### src/rtl/poly_decompress_if.sv
// Byte-in / coefficient-out valid-ready bundle for the Kyber decompressor.
// master: byte producer + coefficient consumer side; slave: the decompressor.
interface poly_decompress_if;
  logic [7:0]  in_byte;
  logic        in_valid;
  logic        in_ready;
  logic [11:0] out_coef;
  logic        out_valid;
  logic        out_ready;
  logic        out_last;

  modport master (
    output in_byte, in_valid, out_ready,
    input  in_ready, out_coef, out_valid, out_last
  );

  modport slave (
    input  in_byte, in_valid, out_ready,
    output in_ready, out_coef, out_valid, out_last
  );
endinterface

### src/rtl/poly_decompress.sv
// Streaming Kyber Decompress_d: unpacks D-bit values from an LSB-first byte stream, emits round(Q*y/2^D).
// Latency: byte accepted at edge k yields its first coefficient on out_valid after edge k+2.
// Backpressure: two-stage pipeline stalls on !out_ready; extraction and byte intake pause behind it.
module poly_decompress #(
  parameter int D = 4,
  parameter int Q = 3329,
  parameter int N = 256
) (
  input  logic              clk,
  input  logic              rst_n,
  input  logic              start,
  poly_decompress_if.slave  bus,
  output logic              busy,
  output logic              done
);

  localparam int NBYTES = N * D / 8;
  localparam int BCW    = $clog2(NBYTES + 1);
  localparam int CCW    = $clog2(N);
  localparam int W      = 12 + D;

  localparam logic [4:0]     D_W      = 5'(D);
  localparam logic [BCW-1:0] NBYTES_W = BCW'(NBYTES);
  localparam logic [CCW-1:0] LAST_IDX = CCW'(N - 1);
  localparam logic [W-1:0]   Q_W      = W'(Q);
  localparam logic [W-1:0]   RND_W    = W'(1) << (D - 1);

  typedef enum logic [1:0] {S_IDLE, S_RUN, S_FLUSH, S_DONE} state_t;

  state_t         state_q, state_d;
  logic [23:0]    buf_q, buf_d;
  logic [4:0]     cnt_q, cnt_d;
  logic [BCW-1:0] bcnt_q, bcnt_d;
  logic [CCW-1:0] ccnt_q, ccnt_d;
  logic           s1_vld_q, s1_vld_d;
  logic [D-1:0]   s1_y_q, s1_y_d;
  logic           s1_last_q, s1_last_d;
  logic           out_vld_q, out_vld_d;
  logic [11:0]    out_coef_q, out_coef_d;
  logic           out_last_q, out_last_d;

  logic           in_ready_w;
  logic           accept;
  logic           s2_load;
  logic           extract;
  logic [W-1:0]   prod;
  logic [11:0]    coef_w;

  // Handshake qualifiers; intake only when the buffer cannot yield a value, so accept/extract never collide.
  always_comb begin
    in_ready_w = (state_q == S_RUN) && (bcnt_q < NBYTES_W) && (cnt_q < D_W);
    accept     = bus.in_valid && in_ready_w;
    s2_load    = !out_vld_q || bus.out_ready;
    extract    = (state_q == S_RUN) && (cnt_q >= D_W) && (!s1_vld_q || s2_load);
  end

  // Rounded scaling at full width; the result of a legal y is always below Q so 12 bits suffice.
  assign prod   = Q_W * W'(s1_y_q) + RND_W;
  assign coef_w = 12'(prod >> D);

  // Next-state logic for the polynomial sequencer.
  always_comb begin
    state_d = state_q;
    case (state_q)
      S_IDLE:  if (start) state_d = S_RUN;
      S_RUN:   if (extract && (ccnt_q == LAST_IDX)) state_d = S_FLUSH;
      S_FLUSH: if (out_vld_q && bus.out_ready && out_last_q) state_d = S_DONE;
      S_DONE:  state_d = S_IDLE;
      default: state_d = S_IDLE;
    endcase
  end

  // Bit buffer, byte/coef counters and pipeline next-state.
  always_comb begin
    buf_d      = buf_q;
    cnt_d      = cnt_q;
    bcnt_d     = bcnt_q;
    ccnt_d     = ccnt_q;
    s1_vld_d   = s1_vld_q;
    s1_y_d     = s1_y_q;
    s1_last_d  = s1_last_q;
    out_vld_d  = out_vld_q;
    out_coef_d = out_coef_q;
    out_last_d = out_last_q;

    if ((state_q == S_IDLE) && start) begin
      buf_d  = '0;
      cnt_d  = '0;
      bcnt_d = '0;
      ccnt_d = '0;
    end else if (accept) begin
      buf_d  = buf_q | ({16'd0, bus.in_byte} << cnt_q);
      cnt_d  = cnt_q + 5'd8;
      bcnt_d = bcnt_q + BCW'(1);
    end else if (extract) begin
      buf_d  = buf_q >> D;
      cnt_d  = cnt_q - D_W;
      ccnt_d = ccnt_q + CCW'(1);
    end

    if (extract) begin
      s1_vld_d  = 1'b1;
      s1_y_d    = buf_q[D-1:0];
      s1_last_d = (ccnt_q == LAST_IDX);
    end else if (s2_load) begin
      s1_vld_d  = 1'b0;
    end

    if (s2_load) begin
      out_vld_d  = s1_vld_q;
      out_coef_d = coef_w;
      out_last_d = s1_vld_q && s1_last_q;
    end
  end

  // State registers with asynchronous clear.
  always_ff @(posedge clk or negedge rst_n) begin
    if (!rst_n) begin
      state_q    <= S_IDLE;
      buf_q      <= '0;
      cnt_q      <= '0;
      bcnt_q     <= '0;
      ccnt_q     <= '0;
      s1_vld_q   <= 1'b0;
      s1_y_q     <= '0;
      s1_last_q  <= 1'b0;
      out_vld_q  <= 1'b0;
      out_coef_q <= '0;
      out_last_q <= 1'b0;
    end else begin
      state_q    <= state_d;
      buf_q      <= buf_d;
      cnt_q      <= cnt_d;
      bcnt_q     <= bcnt_d;
      ccnt_q     <= ccnt_d;
      s1_vld_q   <= s1_vld_d;
      s1_y_q     <= s1_y_d;
      s1_last_q  <= s1_last_d;
      out_vld_q  <= out_vld_d;
      out_coef_q <= out_coef_d;
      out_last_q <= out_last_d;
    end
  end

  assign bus.in_ready  = in_ready_w;
  assign bus.out_coef  = out_coef_q;
  assign bus.out_valid = out_vld_q;
  assign bus.out_last  = out_last_q;
  assign busy          = (state_q == S_RUN) || (state_q == S_FLUSH);
  assign done          = (state_q == S_DONE);

endmodule

### src/flat_wrapper.sv
// flat-port wrapper written by rule: the top's interface ports become plain ports
module poly_decompress_flat 
#(
  parameter int D = 4,
  parameter int Q = 3329,
  parameter int N = 256
)
  (clk, rst_n, start, busy, done, bus_in_byte, bus_in_valid, bus_out_ready, bus_in_ready, bus_out_coef, bus_out_valid, bus_out_last);
  poly_decompress_if bus_i ();
  input  logic clk;
  input  logic rst_n;
  input  logic start;
  output logic busy;
  output logic done;
  input wire logic [$bits(bus_i.in_byte)-1:0] bus_in_byte;
  input wire logic [$bits(bus_i.in_valid)-1:0] bus_in_valid;
  input wire logic [$bits(bus_i.out_ready)-1:0] bus_out_ready;
  output wire logic [$bits(bus_i.in_ready)-1:0] bus_in_ready;
  output wire logic [$bits(bus_i.out_coef)-1:0] bus_out_coef;
  output wire logic [$bits(bus_i.out_valid)-1:0] bus_out_valid;
  output wire logic [$bits(bus_i.out_last)-1:0] bus_out_last;
  assign bus_i.in_byte = bus_in_byte;
  assign bus_i.in_valid = bus_in_valid;
  assign bus_i.out_ready = bus_out_ready;
  assign bus_in_ready = bus_i.in_ready;
  assign bus_out_coef = bus_i.out_coef;
  assign bus_out_valid = bus_i.out_valid;
  assign bus_out_last = bus_i.out_last;
  poly_decompress #(.D(D), .Q(Q), .N(N)) u_core (.clk(clk), .rst_n(rst_n), .start(start), .bus(bus_i), .busy(busy), .done(done));
endmodule
### config.mk
export PLATFORM = sky130hd
export DESIGN_NAME = poly_decompress_flat
export DESIGN_NICKNAME = d
export VERILOG_FILES = /design/src/rtl/poly_decompress_if.sv /design/src/rtl/poly_decompress.sv /design/src/flat_wrapper.sv
export SDC_FILE = /design/constraint.sdc
export NUM_CORES = 1
export LEC_CHECK = 0
export BUFFER_PORTS_ARGS = -buffer_cell sky130_fd_sc_hd__buf_2
export CAP_MARGIN = 20
export CORE_MARGIN = 4
export CORE_UTILIZATION = 62
export CTS_BUF_LIST = sky130_fd_sc_hd__clkbuf_8
export DETAILED_ROUTE_END_ITERATION = 16
export GPL_TIMING_DRIVEN = 0
export MAX_ROUTING_LAYER = met4
export PLACE_DENSITY_LB_ADDON = 0.25
export RECOVER_POWER = 25
export SLEW_MARGIN = 20
export SYNTH_ARGS = -nofsm -noshare
export SYNTH_HDL_FRONTEND = slang
export SYNTH_SLANG_ARGS = --single-unit
### constraint.sdc
create_clock -name clk -period 2.7 [get_ports clk]
set_input_delay 0 -clock clk [delete_from_list [all_inputs] [get_ports clk]]
set_output_delay 0 -clock clk [all_outputs]
set_load 0.03 [all_outputs]
## Word level (Yosys, flattened, before mapping)

Index checks and enable logic that the tools add are counted.

- Register bits after elaboration: 67
- Input bits: 13
- Output and inout bits: 17
- Word-level logic and storage cells: 69

- Add/subtract/negate cells: 5
- Multiply operators: 1
- Order comparisons: 3
- Eq/ne operators: 8
- Shift-type cells: 1
- Multiplexer cells: 17
- Bitwise gates (word level): 1
- Reductions and logical operators: 22

Operators by type and width:

| kind | count |
|---|---|
| $mux W24 | 3 |
| $mux W8 | 5 |
| $or A24 B24 Y24 | 1 |
| $shl A8 B5 Y24 | 1 |
| $add A16 B4 Y16 const B | 1 |
| $add A8 B1 Y8 const B | 2 |
| $mul A12 B4 Y16 const A | 1 |
| $mux W5 | 3 |
| $logic_and A1 B1 Y1 | 10 |
| $eq A8 B8 Y1 const B | 1 |
| $lt A8 B8 Y1 const B | 1 |
| $pmux W2 S4 | 1 |
| $mux W2 | 3 |
| $ne A2 B2 Y1 const B | 3 |
| $reduce_bool A2 Y1 | 3 |
| $add A5 B4 Y5 const B | 1 |
| $ge A5 B3 Y1 const B | 1 |
| $lt A5 B3 Y1 const B | 1 |
| $sub A5 B3 Y5 const B | 1 |
| $eq A2 B2 Y1 const B | 2 |
| $logic_or A1 B1 Y1 | 3 |
| $reduce_and A3 Y1 | 1 |
| $reduce_bool A3 Y1 | 1 |
| $eq A2 B1 Y1 const B | 1 |
| other kinds (5) | 7 |

## Logic depth before layout (Yosys ltp)

- Depth in word-level cells: 7
- Depth in mapped cells: 10
- Mapped depth without buffers: 10

## Worst setup path after synthesis

OpenSTA, ideal clock, no wires.

- Kind: reg-to-reg
- Start: register u_core.s1_y_q[2]
- End: register u_core.out_coef_q[11] (netlist: u_core.bus.out_coef[11])
- Setup time: 0.135 ns
- Data arrival time: 2.114 ns
- Required time: 2.565 ns
- Path slack: 0.451 ns
- Cell stages (with the launch flop): 11
- Path buffers: 0
- Clock period less this slack: 2.249 ns
- Cells stage by stage: dfrtp_1 -> inv_1 -> ha_1 -> inv_1 -> ha_1 -> ha_1 -> ha_1 -> a21o_1 -> a21oi_1 -> xor2_1 -> o21ai_0

- Cells in the longest elaborated chain, start to end: 2

RTL lines:

| item | line | text |
|---|---|---|
| start: declaration | poly_decompress.sv:36 | `logic [D-1:0] s1_y_q, s1_y_d;` |
| start signal: assignment | poly_decompress.sv:137 | `s1_y_q <= s1_y_d;` |
| $mul A12 B4 Y16 | poly_decompress.sv:58 | `assign prod = Q_W * W'(s1_y_q) + RND_W;` |
| $add A16 B4 Y16 | poly_decompress.sv:58 |  |
| end signal: assignment | poly_decompress.sv:140 | `out_coef_q <= out_coef_d;` |
| end: declaration | poly_decompress.sv:39 | `logic [11:0] out_coef_q, out_coef_d;` |

Every way passes these cells.
A chain may end at the register's enable or synchronous reset.

## Worst setup path after layout

Same ends and word-level chain as after synthesis.

==> key figures <==
Routing
  – First-pass DRT Iterations: 5
  – Wire length per cell: 16.15 um
  – Initial DRC Count: 236
  – Post-DRT Antenna Nets: 0
  – Drt drc: 0
  – Drt via density: 6.006
  – Vias: 2805
  – Final wirelength: 7540 um

GRT
  – Antenna violations before repair: 0
  – Total track usage: 26.53%
  – Grt ovf: 0
  – Pin count of the biggest net entering global routing: 63
  – First-pass GRT wire length: 12850 um
  – Vias in the first global route: 2745

Worst setup path
  – CP max-delay cell: dfrtp_1
  – CP required: 2910 ps
  – Crit-path cells: inv_1 > ha_1 > inv_1 > ha_1 > ha_1 > ha_1 > a21o_1 > a21oi_1 > xor2_1 > o21ai_0
  – Crit path kind: flop to flop
  – Critical Path Start Type: flop
  – Kind of cell adding the most delay to the critical path: adder cells
  – CP Max Fanout: 4
  – Crit-path max cell delay: 400 ps
  – Worst path arrival time: 2670 ps
  – Worst path bufs/invs: 2
  – Cell mode on critical path: ha_1
  – CP Capture Type: flop

Cells and area
  – Final core occ: 73.61%
  – Fillers: 390
  – Total Nets Final: 431
  – Finished Layout Cells: 467
  – Layout cells sized above 1: 15.37%
  – Ant diodes: 0
  – Post-route cell area: 0.003807 sq mm
  – Area delta synth->final: 13.80%

Place
  – DP Wirelength: 5335 um
  – Port Buffer Count: 26
  – Placed cell area: 0.003573 sq mm
  – Placed cell count: 447
  – Global placement routability congestion: 0.8724
  – Place WS: 249.5 ps

Power and ir drop
  – Seq pwr share: 35.4%
  – Overall Power: 4.197 mW
  – Clock share of power: 19.0%
  – NetSw: 1.787 mW
  – LEAKAGE: 1.825 nW
  – Power Internal: 2.410 mW
  – Comb pwr share: 45.6%
  – Max VDD drop: 543.1 uV
  – PD cells: 1102 mW/mm^2
  – Net Sw Frac: 42.58%

Die
  – Die W: 81.46 um
  – Die height: 81.46 um
  – Floorplan row count: 26
  – Initial Util: 64.68%
  – Core box area: 0.005172 sq mm
  – I/O pin cnt: 30
  – Die area: 0.006636 sq mm

Outcome
  – Status: finished, violations left
  – Failing checks: capacitance limit, slew limit

Logic synthesis
  – Seq/Total Area, Yosys: 46.37%
  – Post-synth EDFFs: 0
  – Avg Inst Size Synth: 9.587 sq um
  – Synthesized instance count: 349
  – Synth warn: 0
  – Synthesized area: 0.003346 sq mm
  – Number of library cell types mapped by synthesis: 48
  – Leading area contributor after synthesis: dfrtp_1
  – Post-synth top area share: 46.37%
  – Primary FF master, synth: dfrtp_1
  – Async SR Flop Fraction: 100.0%
  – Synth top area cells: dfrtp_1 (46%), ha_1 (9.0%), a21oi_1 (5.8%)
  – Synth Register Bits: 62

Clock tree
  – Clock root cell: clkbuf_8
  – PostCTS Resize Cnt: 0
  – Reg clk slew, reported paths: 70 ps
  – Total CTS buffers: 9
  – Bufs on Longest Clock Path: 2
  – CTS tree: built
  – H-tree depth: 3
  – CTS sink count: 62
  – Worst skew pair latency: 340 ps

Timing
  – Setup TNS: 0 ps
  – Fmax: 406.6 MHz
  – Final hold violation count: 0
  – Slew @ Worst Pin: 1516 ps
  – Final setup viols: 0
  – Hold Slack: 29.36 ps
  – Crit path time final: 2459 ps
  – Slew Viols, Final: 63
  – RSZ-0062 raised after global routing: false
  – Fin crit share: 91.09%
  – Setup ws final: 240.5 ps
  – Final Skew: 8.153 ps
  – Slew HR: -1.083%

Min path
  – Hold crit path type: input port to flop

Run
  – Max Cap Viol: 1
## cells by family (layout without fill, tap and decap cells)
kind of cell	Yosys count	after routing	synth area share, %
compound gates	95	95	17.39
xor+xnor	8	8	2.094
fa+ha+maj	25	25	9.574
buf+inv	34	80	4.637
flops	62	62	46.37
mux	7	7	2.281
other cells	1	3	0.1121
simple gates	117	117	17.54
## cells in the final DEF (no fill, tap or decap), types with 14 or more instances in the layout
master,count
dfrtp_1,62
nand2_1,50
a21oi_1,39
buf_2,30
ha_1,24
o31ai_1,20
nor2_1,14
a31oi_1,14
## path summary, 6_finish.rpt
path,start,to,slack [ps],cells after the start
min reg2reg,u_core.buf_q[1]$_DFFE_PN0P_,u_core.s1_y_q[1]$_DFFE_PN0P_,470,2
max,u_core.s1_y_q[2]$_DFFE_PN0P_,u_core.bus.out_coef[11]$_DFFE_PN0P_,240,10
min,bus_out_ready,u_core.bus.out_valid$_DFFE_PN0P_,30,3
max in group asynchronous,rst_n,u_core.ccnt_q[4]$_DFFE_PN0P_,1230,2
min in group asynchronous,rst_n,u_core.s1_last_q$_DFFE_PN0P_,560,2
max reg2reg,u_core.s1_y_q[2]$_DFFE_PN0P_,u_core.bus.out_coef[11]$_DFFE_PN0P_,240,10
## registers in the layout (all words and copies together) (netlist names), 2 cells and up
name	cells
u_core.ccnt_q	8
u_core.buf_q	24
u_core.bus.out_coef	9
u_core.state_q	2
u_core.bcnt_q	8
u_core.cnt_q	3
u_core.s1_y_q	4
## power by group through the flow
stage               logic, mW  registers [mW]  clock network [mW]
floorplan                1.32            1.57                   0
global placement         1.83            1.48                   0
detailed placement       1.90            1.50                   0
CTS                      1.92            1.48               0.803
global route             2.16            1.52               0.847
finish                   1.91            1.48               0.799
## metal layers
layer  wire, um  GRT usage [%]
met3        502          5.044
met2       3642          41.12
met5          0              -
met4        225          15.03
met1       3169          32.62
## cells in the mapped netlist, types with 2 or more instances
library cell,count
xor2_1,4
o31ai_1,20
clkbuf_1,11
nor4_2,2
buf_4,3
inv_1,12
a21oi_1,39
nor3_1,7
nand2_1,50
mux2i_1,2
nand4_1,3
nor2b_1,3
or4_1,3
and2_1,2
and3b_1,2
ha_1,24
nor2_1,14
mux2_2,5
o21ai_0,11
nand3_1,13
buf_2,7
a31oi_1,14
nand2b_1,6
nor4_1,4
dfrtp_1,62
xnor2_1,4
## cell type report
type                            instances  area [sq um]  share of cell area [%]
Sequential cell                        62          1551                   40.75
Multi-Input combinational cell        255          1647                   43.25
Tap cell                               70         87.58                   2.300
Inverter                               12         45.04                   1.183
Clock inverter                          5         51.30                   1.347
Buffer                                 22         110.1                   2.892
Timing Repair Buffer                   31         177.7                   4.666
Clock buffer                           10         137.6                   3.615
## tightest hold or removal path, cell delays in order
cell and delay, ps:
buf_2 100, nand2b_1 160, nand2b_1 70
## what timing repair did
item                                   in CTS  in global routing
buffers inserted                            0                  0
endpoints found under the hold margin      67                  0
hold buffers                                5                  0
Note: power is estimated with default switching activity, not from simulation.
